--- config.mk ---
export PLATFORM = sky130hd
export DESIGN_NAME = seg_scan_driver
export DESIGN_NICKNAME = d
export VERILOG_FILES = /design/src/rtl/seg_pkg.sv /design/src/rtl/hex_to_seg.sv /design/src/rtl/seg_scan_driver.sv
export SDC_FILE = /design/constraint.sdc
export NUM_CORES = 1
export LEC_CHECK = 0
export BUFFER_PORTS_ARGS = -buffer_cell sky130_fd_sc_hd__buf_2
export CAP_MARGIN = 20
export CORE_MARGIN = 8
export CORE_UTILIZATION = 30
export DETAILED_ROUTE_END_ITERATION = 8
export GPL_TIMING_DRIVEN = 0
export PLACE_DENSITY_LB_ADDON = 0.1
export SKIP_LAST_GASP = 1
export SLEW_MARGIN = 20
export SYNTH_ARGS = -nofsm -noshare
export SYNTH_HDL_FRONTEND = slang
export SYNTH_SLANG_ARGS = --single-unit
export TNS_END_PERCENT = 20
--- constraint.sdc ---
create_clock -name clk -period 3.2 [get_ports clk]
set_input_delay 0.32 -clock clk [delete_from_list [all_inputs] [get_ports clk]]
set_output_delay 0.32 -clock clk [all_outputs]
set_load 0.01 [all_outputs]
--- src/rtl/seg_pkg.sv ---
// seg_pkg: shared types and constants for the scanned 7-segment display driver.
//   SEG_0..SEG_F : active-low glyphs in {dp,g,f,e,d,c,b,a} order, dp dark
//   SEG_BLANK    : all segments dark
//   AN_OFF       : all digit enables inactive
//   digit_t      : one packed-BCD/hex nibble
//   disp_t       : one full display image (decimal points + 8 nibbles)
package seg_pkg;

    typedef logic [3:0] digit_t;

    typedef struct packed {
        logic [7:0]  dp;
        logic [31:0] bcd;
    } disp_t;

    localparam logic [7:0] SEG_0 = 8'hC0;
    localparam logic [7:0] SEG_1 = 8'hF9;
    localparam logic [7:0] SEG_2 = 8'hA4;
    localparam logic [7:0] SEG_3 = 8'hB0;
    localparam logic [7:0] SEG_4 = 8'h99;
    localparam logic [7:0] SEG_5 = 8'h92;
    localparam logic [7:0] SEG_6 = 8'h82;
    localparam logic [7:0] SEG_7 = 8'hF8;
    localparam logic [7:0] SEG_8 = 8'h80;
    localparam logic [7:0] SEG_9 = 8'h90;
    localparam logic [7:0] SEG_A = 8'h88;
    localparam logic [7:0] SEG_B = 8'h83;
    localparam logic [7:0] SEG_C = 8'hC6;
    localparam logic [7:0] SEG_D = 8'hA1;
    localparam logic [7:0] SEG_E = 8'h86;
    localparam logic [7:0] SEG_F = 8'h8E;

    localparam logic [7:0] SEG_BLANK = 8'hFF;
    localparam logic [7:0] AN_OFF    = 8'hFF;

endpackage

--- src/rtl/hex_to_seg.sv ---
// hex_to_seg: combinational nibble to active-low 7-segment glyph.
//   nibble : input digit 0..15 (10..15 shown as A..F)
//   glyph  : {g,f,e,d,c,b,a}, active-low
module hex_to_seg
    import seg_pkg::*;
(
    input  digit_t     nibble,
    output logic [6:0] glyph
);

    always_comb begin
        glyph = SEG_BLANK[6:0];
        case (nibble)
            4'h0: glyph = SEG_0[6:0];
            4'h1: glyph = SEG_1[6:0];
            4'h2: glyph = SEG_2[6:0];
            4'h3: glyph = SEG_3[6:0];
            4'h4: glyph = SEG_4[6:0];
            4'h5: glyph = SEG_5[6:0];
            4'h6: glyph = SEG_6[6:0];
            4'h7: glyph = SEG_7[6:0];
            4'h8: glyph = SEG_8[6:0];
            4'h9: glyph = SEG_9[6:0];
            4'hA: glyph = SEG_A[6:0];
            4'hB: glyph = SEG_B[6:0];
            4'hC: glyph = SEG_C[6:0];
            4'hD: glyph = SEG_D[6:0];
            4'hE: glyph = SEG_E[6:0];
            4'hF: glyph = SEG_F[6:0];
            default: glyph = SEG_BLANK[6:0];
        endcase
    end

endmodule

--- src/rtl/seg_scan_driver.sv ---
// seg_scan_driver: time-multiplexes a 32-bit packed-BCD value onto an up-to-8-digit
// common-anode 7-segment display. New values are committed only at frame boundaries
// so a changing score never tears mid-scan.
//   clk          : system clock
//   rstn         : asynchronous reset, ACTIVE-HIGH despite the name (1 = reset)
//   bcd_in       : packed digits, nibble i = digit i
//   bcd_valid    : 1-cycle strobe capturing bcd_in/dp_in into the pending register
//   dp_in        : decimal point per digit, 1 = lit
//   blank_lz     : leading-zero blanking enable, latched at each frame boundary
//   an           : digit enables, active-low
//   seg          : {dp,g,f,e,d,c,b,a}, active-low
//   frame_done   : 1-cycle pulse in the cycle the last digit slot ends
//   busy_pending : a captured value is waiting for the next frame boundary
module seg_scan_driver
    import seg_pkg::*;
#(
    parameter int unsigned DIGITS   = 8,
    parameter int unsigned SCAN_DIV = 100000,
    parameter int unsigned DIV_W    = 17
) (
    input  logic        clk,
    input  logic        rstn,
    input  logic [31:0] bcd_in,
    input  logic        bcd_valid,
    input  logic [7:0]  dp_in,
    input  logic        blank_lz,
    output logic [7:0]  an,
    output logic [7:0]  seg,
    output logic        frame_done,
    output logic        busy_pending
);

    localparam logic [DIV_W-1:0] CNT_LAST = DIV_W'(SCAN_DIV - 1);
    localparam logic [2:0]       IDX_LAST = 3'(DIGITS - 1);

    logic [DIV_W-1:0] cnt_q, cnt_d;
    logic [2:0]       idx_q, idx_d;
    disp_t            pend_q, pend_d;
    disp_t            disp_q, disp_d;
    logic             busy_q, busy_d;
    logic             blank_q, blank_d;
    logic [7:0]       an_q, an_d;
    logic [7:0]       seg_q, seg_d;

    logic             tick;
    digit_t           cur_nib;
    logic             cur_dp;
    logic [6:0]       cur_glyph;
    logic [7:0]       lz;
    logic             run;
    logic             dark;

    hex_to_seg u_hex_to_seg (
        .nibble (cur_nib),
        .glyph  (cur_glyph)
    );

    // Prescaler, digit index and pending/display bookkeeping.
    always_comb begin
        tick       = (cnt_q == CNT_LAST);
        frame_done = tick && (idx_q == IDX_LAST);

        cnt_d = tick ? '0 : cnt_q + DIV_W'(1);
        idx_d = idx_q;
        if (tick) begin
            idx_d = (idx_q == IDX_LAST) ? 3'd0 : idx_q + 3'd1;
        end

        pend_d  = pend_q;
        busy_d  = busy_q;
        disp_d  = disp_q;
        blank_d = blank_q;
        if (frame_done) begin
            // Blanking mode is resampled every frame so it applies even when no
            // new value arrives; a same-cycle strobe bypasses the pending register.
            blank_d = blank_lz;
            busy_d  = 1'b0;
            if (bcd_valid) begin
                disp_d = '{dp: dp_in, bcd: bcd_in};
            end else if (busy_q) begin
                disp_d = pend_q;
            end
        end else if (bcd_valid) begin
            pend_d = '{dp: dp_in, bcd: bcd_in};
            busy_d = 1'b1;
        end
    end

    // lz[i] = digits i..DIGITS-1 are all zero with no decimal point lit.
    always_comb begin
        run = 1'b1;
        lz  = '0;
        for (int i = 7; i >= 0; i--) begin
            if (i < int'(DIGITS)) begin
                run   = run & (disp_q.bcd[4*i +: 4] == 4'h0) & ~disp_q.dp[i];
                lz[i] = run;
            end
        end
    end

    // Output image for the current slot; registered below for 1-cycle latency.
    always_comb begin
        cur_nib = disp_q.bcd[{idx_q, 2'b00} +: 4];
        cur_dp  = disp_q.dp[idx_q];
        dark    = blank_q && (idx_q != 3'd0) && lz[idx_q];

        an_d        = AN_OFF;
        an_d[idx_q] = 1'b0;
        seg_d       = dark ? SEG_BLANK : {~cur_dp, cur_glyph};
    end

    always_ff @(posedge clk or posedge rstn) begin
        if (rstn) begin
            cnt_q   <= '0;
            idx_q   <= '0;
            pend_q  <= '0;
            disp_q  <= '0;
            busy_q  <= 1'b0;
            blank_q <= 1'b0;
            an_q    <= AN_OFF;
            seg_q   <= SEG_BLANK;
        end else begin
            cnt_q   <= cnt_d;
            idx_q   <= idx_d;
            pend_q  <= pend_d;
            disp_q  <= disp_d;
            busy_q  <= busy_d;
            blank_q <= blank_d;
            an_q    <= an_d;
            seg_q   <= seg_d;
        end
    end

    assign an           = an_q;
    assign seg          = seg_q;
    assign busy_pending = busy_q;

endmodule

== Word level (Yosys, flattened, before mapping) ==
Memory sizes are Yosys's and may differ from the RTL's.
Cells that the tools add are included.
W data, S select, Z words.

* Bits in writable memories: 0
* Memories kept: 1
* Output and inout bits: 18
* Register bits after elaboration: 118
* Logic and storage cells: 74
* Bits in read-only memories: 112
* Input port bits: 44
* Bits in latches: 0

{| class="wikitable"
|+ Memory list
! name !! words !! bits a word !! read ports !! clocked after Yosys merged registers in !! write ports !! RTL line !! RTL
|-
| (no name shown) || 16 || 7 || 1 || 0 || 0 || hex_to_seg.sv:13 || <nowiki>case (nibble)</nowiki>
|}

* Shifts and indexed selects: 1
* Equality and inequality tests: 2
* Bitwise operators: 26
* Magnitude comparators: 2
* $add $sub $neg: 2
* $mul: 0
* Muxes and demuxes: 13
* Divide/modulo/power cells: 0
* Reduce and logical (&&, ||, !) cells: 17

{| class="wikitable"
|+ Operators with widths
! kind !! count
|-
| $mux W40 || 2
|-
| $logic_not A4 Y1 || 8
|-
| $shiftx A32 B6 Y4 || 1
|-
| $add A17 B1 Y17 const B || 1
|-
| $eq A17 B17 Y1 const B || 1
|-
| $mux W17 || 1
|-
| $and A1 B1 Y1 || 15
|-
| $not A1 Y1 || 10
|-
| $mux W8 || 1
|-
| $not A8 Y8 || 1
|-
| $bmux W1 S3 || 2
|-
| $mux W1 || 5
|-
| $logic_and A1 B1 Y1 || 4
|-
| $lt A3 B4 Y1 const B || 1
|-
| $reduce_and A2 Y1 || 2
|-
| $reduce_bool A2 Y1 || 2
|-
| $add A3 B1 Y3 const B || 1
|-
| $demux W1 S3 || 1
|-
| $eq A3 B3 Y1 const B || 1
|-
| $ge A3 B1 Y1 const B || 1
|-
| $mux W3 || 1
|-
| $reduce_bool A3 Y1 || 1
|}

== Longest topological paths before layout ==
* Depth after elaboration: 20
* Mapped depth: 12
* Depth with buffers taken out: 10

== By module ==
From an unflattened synthesis, not the netlist that was laid out.

* Cell total of the unflattened synthesis: 462
* Area total of the unflattened synthesis: 5824.3 µm²

{| class="wikitable"
|+ By module, submodules not included
! module !! area an instance (µm²) !! instances !! cells an instance
|-
| seg_scan_driver || 5576.6 || 1 || 427
|-
| hex_to_seg || 247.7 || 1 || 35
|}

== Worst setup path after synthesis ==
Ideal clock, no wire load.

* Kind: register to register
* Start point: register idx_q[1]
* End point: register seg_q[0], in the netlist seg[0]
* Required time: 3.117 ns
* Path slack: 0.899 ns
* Cell stages (with the launch flop): 13
* Clock period less this slack: 2.301 ns
* Data arrival time: 2.217 ns
* Path through: dfrtp_1 buf_2 buf_2 nor2b_1 a22oi_1 nor2_1 a211oi_1 inv_1 ha_1 nor2_1 nand2_1 o221ai_1 nand2_1

* Word-level cells in the longest chain between the ends: 4
* Elaborated cells between the ends (all ways): 8

{| class="wikitable"
|+ RTL lines
! element !! RTL line !! RTL
|-
| from (decl) || seg_scan_driver.sv:37 || <nowiki>logic [2:0] idx_q, idx_d;</nowiki>
|-
| from (signal assigned) || seg_scan_driver.sv:124 || <nowiki>idx_q <= idx_d;</nowiki>
|-
| parallel branches: the longest is 3 deep, another holds $mem_v2 Z16 W7 || - ||
|-
| $mux W8 (*) || seg_scan_driver.sv:109 || <nowiki>seg_d = dark ? SEG_BLANK : {~cur_dp, cur_glyph};</nowiki>
|-
| named net seg_d[0] || seg_scan_driver.sv:43 || <nowiki>logic [7:0] seg_q, seg_d;</nowiki>
|-
| to (signal assigned) || seg_scan_driver.sv:130 || <nowiki>seg_q <= seg_d;</nowiki>
|-
| to (decl) || seg_scan_driver.sv:43 ||
|}

Mark *: on every way through the listed nets, which the timed path passes. The select of a mux whose other input is x is not followed.
A chain may end at the register's enable or synchronous reset.

== Worst setup path in the final report ==
* Start point: register idx_q[2]
* End point: register seg_q[3], in the netlist seg[3]

Same word-level chain as after synthesis.

==> impl_metrics.yaml <==
global_routing:
  overflow: 0
  antenna_found_initial: 0
  track_usage_pct: 12.3
  grt_pass1_vias: 4089
  grt_pass1_wl_mm: 22.7
  grt_max_degree: 34
timing:
  hold_viol: 0
  setup_tns_ns: 0
  tightest_slew_ns: 0.730
  max_freq_mhz: 366
  fin_crit_ns: 2.73
  period_share_pct: 85.4
  setup_viol: 0
  slew_headroom_pct: 49.9
  skew_ns: 0.0133
  drv_slew: 0
  grt_setup_unrepaired: "no"
  fin_ws_ns: 0.467
power:
  ir_drop_mv: 0.343
  power.density_nw_per_um2: 539
  static-leakage-power_nw: 3.18
critical_path:
  cp-end-kind: "register"
  worstPathArrival_ns: 3.05
  cp_max_fo: 10
  crit_path_start_kind: "register"
  setup.worst_path.class: "reg2reg"
  required_ns: 3.52
  r2r_cells: 8
hold_path:
  whs_path_depth: 2
  hp-class: "in2reg"
synthesis:
  synth_top_cell_area_share_pct: 44.9
  synth_area_leaders: "dfrtp_1 (45%), mux2i_1 (8.3%), dfstp_2 (7.4%), mux2_2 (6.5%), a21oi_2 (6.2%)"
  syn-num-nets: 531
  yosys_register_bits: 118
  synth-edff-count: 0
  synth_seq_area_share_pct: 52.3
  netlist_instances: 477
  syn_area_um2: 5690
  async_flop_share_pct: 100
  synth_warnings: 0
  synthDistinctLibCells: 48
  syn_avg_cell_area_um2: 11.9
  synthFlopType: "dfrtp_1"
  yosysTopAreaCell: "dfrtp_1"
place:
  place_inst: 775
  gp_congestion: 0.816
  placed_cell_area_um2: 6360
  dpl_worst_slack_ns: 0.262
  port_buffers: 60
  dp_hpwl_mm: 10.4
finish:
  final_common_cell: "dfrtp_1"
  final_util_pct: 37.5
  finalInstanceArea_um2: 7000
  layout-drive-gt1-share_pct: 36.6
  final_cells: 808
  nFillCells: 1840
  n_antenna_cell: 0
  area_delta_synth_final_pct: 23.0
  layout.cells.most_common_list: "dfrtp_1 (102), buf_2 (63), nor2_1 (59), mux2i_1 (47), a21oi_2 (40)"
  fin_nets: 615
run_status:
  status: "complete, no violations"
detailed_routing:
  wl_per_cell_um: 16.9
  detail-route-antenna-nets: 0
  routed_via_density: 4.76
  dr.pass1.iters: 4
  via_count: 3847
  drtIter0Drc: 130
  drc_errors: 0
  wl_mm: 13.7
floorplan:
  io_pins: 62
  dieArea_um2: 23600
  initial_core_util_pct: 30.5
  fp-row-count: 50
  coreArea_um2: 18600
  die_x_um: 154
  die_h_um: 154
clock_network:
  cts_buffers: 17
  cts_tree: "built"
  cts-htree-levels: 4
  root_buffer: "clkbuf_16"
  clock_path_buffers: 2
  numClockSinks: 118
  path_clk_slew_ns: 0.06
  clkLatencyLatePin_ns: 0.43
  post-cts-setup-buffer-count: 0
flow_run:
  maxCapViolCount: 0
-- through the flow --
stage	power (mW)	hold WS [ns]
finish	3.78	0.125
global route	3.93	0.111
CTS	3.84	0.103
detailed placement	1.82	0.286
global placement	1.80	0.473
floorplan	1.73	0.452
-- per-layer routing --
layer,routed length (um),global-route usage [%],up-vias
met4,281,5.32,0
li1,-,-,1877
met1,6300,15.4,1887
met2,6620,19.6,66
met3,480,3.50,17
met5,0,0,-
-- cell usage after synthesis, types with 2 or more instances --
cell type and count:
dfrtp_1 102, nor2_1 59, mux2i_1 47, a21oi_2 40, mux2_2 33, nand2_1 21, dfstp_2 16, nand3_1 14
ha_1 10, o21ai_0 10, xor2_1 10, clkbuf_1 9, mux2_1 9, buf_6 8, or4_1 8, a21oi_1 7
buf_4 6, inv_1 6, o211ai_1 5, o22ai_1 5, xnor2_1 5, mux4_2 4, a211oi_1 3, and4_1 3
buf_2 3, nand4_1 3, nor2b_1 3, nor3_1 3, and3_1 2, clkinv_1 2, nand2_2 2, nand2b_1 2
o221ai_1 2
-- power by group --
group          switching, mW  internal [mW]
sequential            0.0229           1.55
clock                  0.702           1.29
combinational          0.114          0.105
-- critical path: stages, from the launching register on --
cell and delay [ns]:
dfrtp_1 0.45, buf_1 0.40, mux4_2 0.38, mux2i_1 0.54
inv_1 0.17, ha_1 0.29, nand2b_1 0.17, o211ai_1 0.12
o211ai_1 0.12
-- path summary, 6_finish.rpt --
| check | start | to | slack (ns) |
|---|---|---|---|
| worst max-delay path | idx_q[2] | seg[3] | 0.47 |
| worst min-delay path | bcd_in[9] | pend_q[9] | 0.12 |
| min in group asynchronous | rstn | pend_q[32] | 0.39 |
| worst min register to register | pend_q[25] | pend_q[25] | 0.49 |
| worst max register to register | idx_q[2] | seg[3] | 0.47 |
| max in group asynchronous | rstn | an[0] | 2.09 |
-- registers in the layout, summed over array words and instances, names as in the netlist --
| signal | cells |
|---|---|
| disp_q | 40 |
| seg | 8 |
| idx_q | 3 |
| pend_q | 40 |
| cnt_q | 17 |
| an | 8 |
| busy_pending | 1 |
| blank_q | 1 |
-- kinds of logic after synthesis --
| kind of cell | Yosys count | synth area share [%] |
|---|---|---|
| and+or+nand+nor | 127 | 10.6 |
| DFF | 118 | 52.3 |
| muxes | 93 | 18.2 |
| AOI/OAI and AO/OA | 79 | 10.6 |
| buffers and inverters | 35 | 3.83 |
| xor gates and xnor gates | 15 | 2.31 |
| adders and majority gates | 10 | 2.20 |
-- timing repair --
item                       CTS  global route
hold endpoints to repair     5             0
gates resized for setup      0             1
setup endpoints to repair    0             1
hold buffers                 1             0
-- final cells by class --
type	count	area, um^2	share of cell area [%]
Tap cell	234	293	4.18
Timing Repair Buffer	65	390	5.58
Clock inverter	11	148	2.11
Buffer	27	188	2.68
Clock buffer	21	470	6.72
Multi-Input combinational cell	324	2500	35.8
Inverter	8	33.8	0.483
Sequential cell	118	2970	42.5
Power figures use the tool's default switching activity.
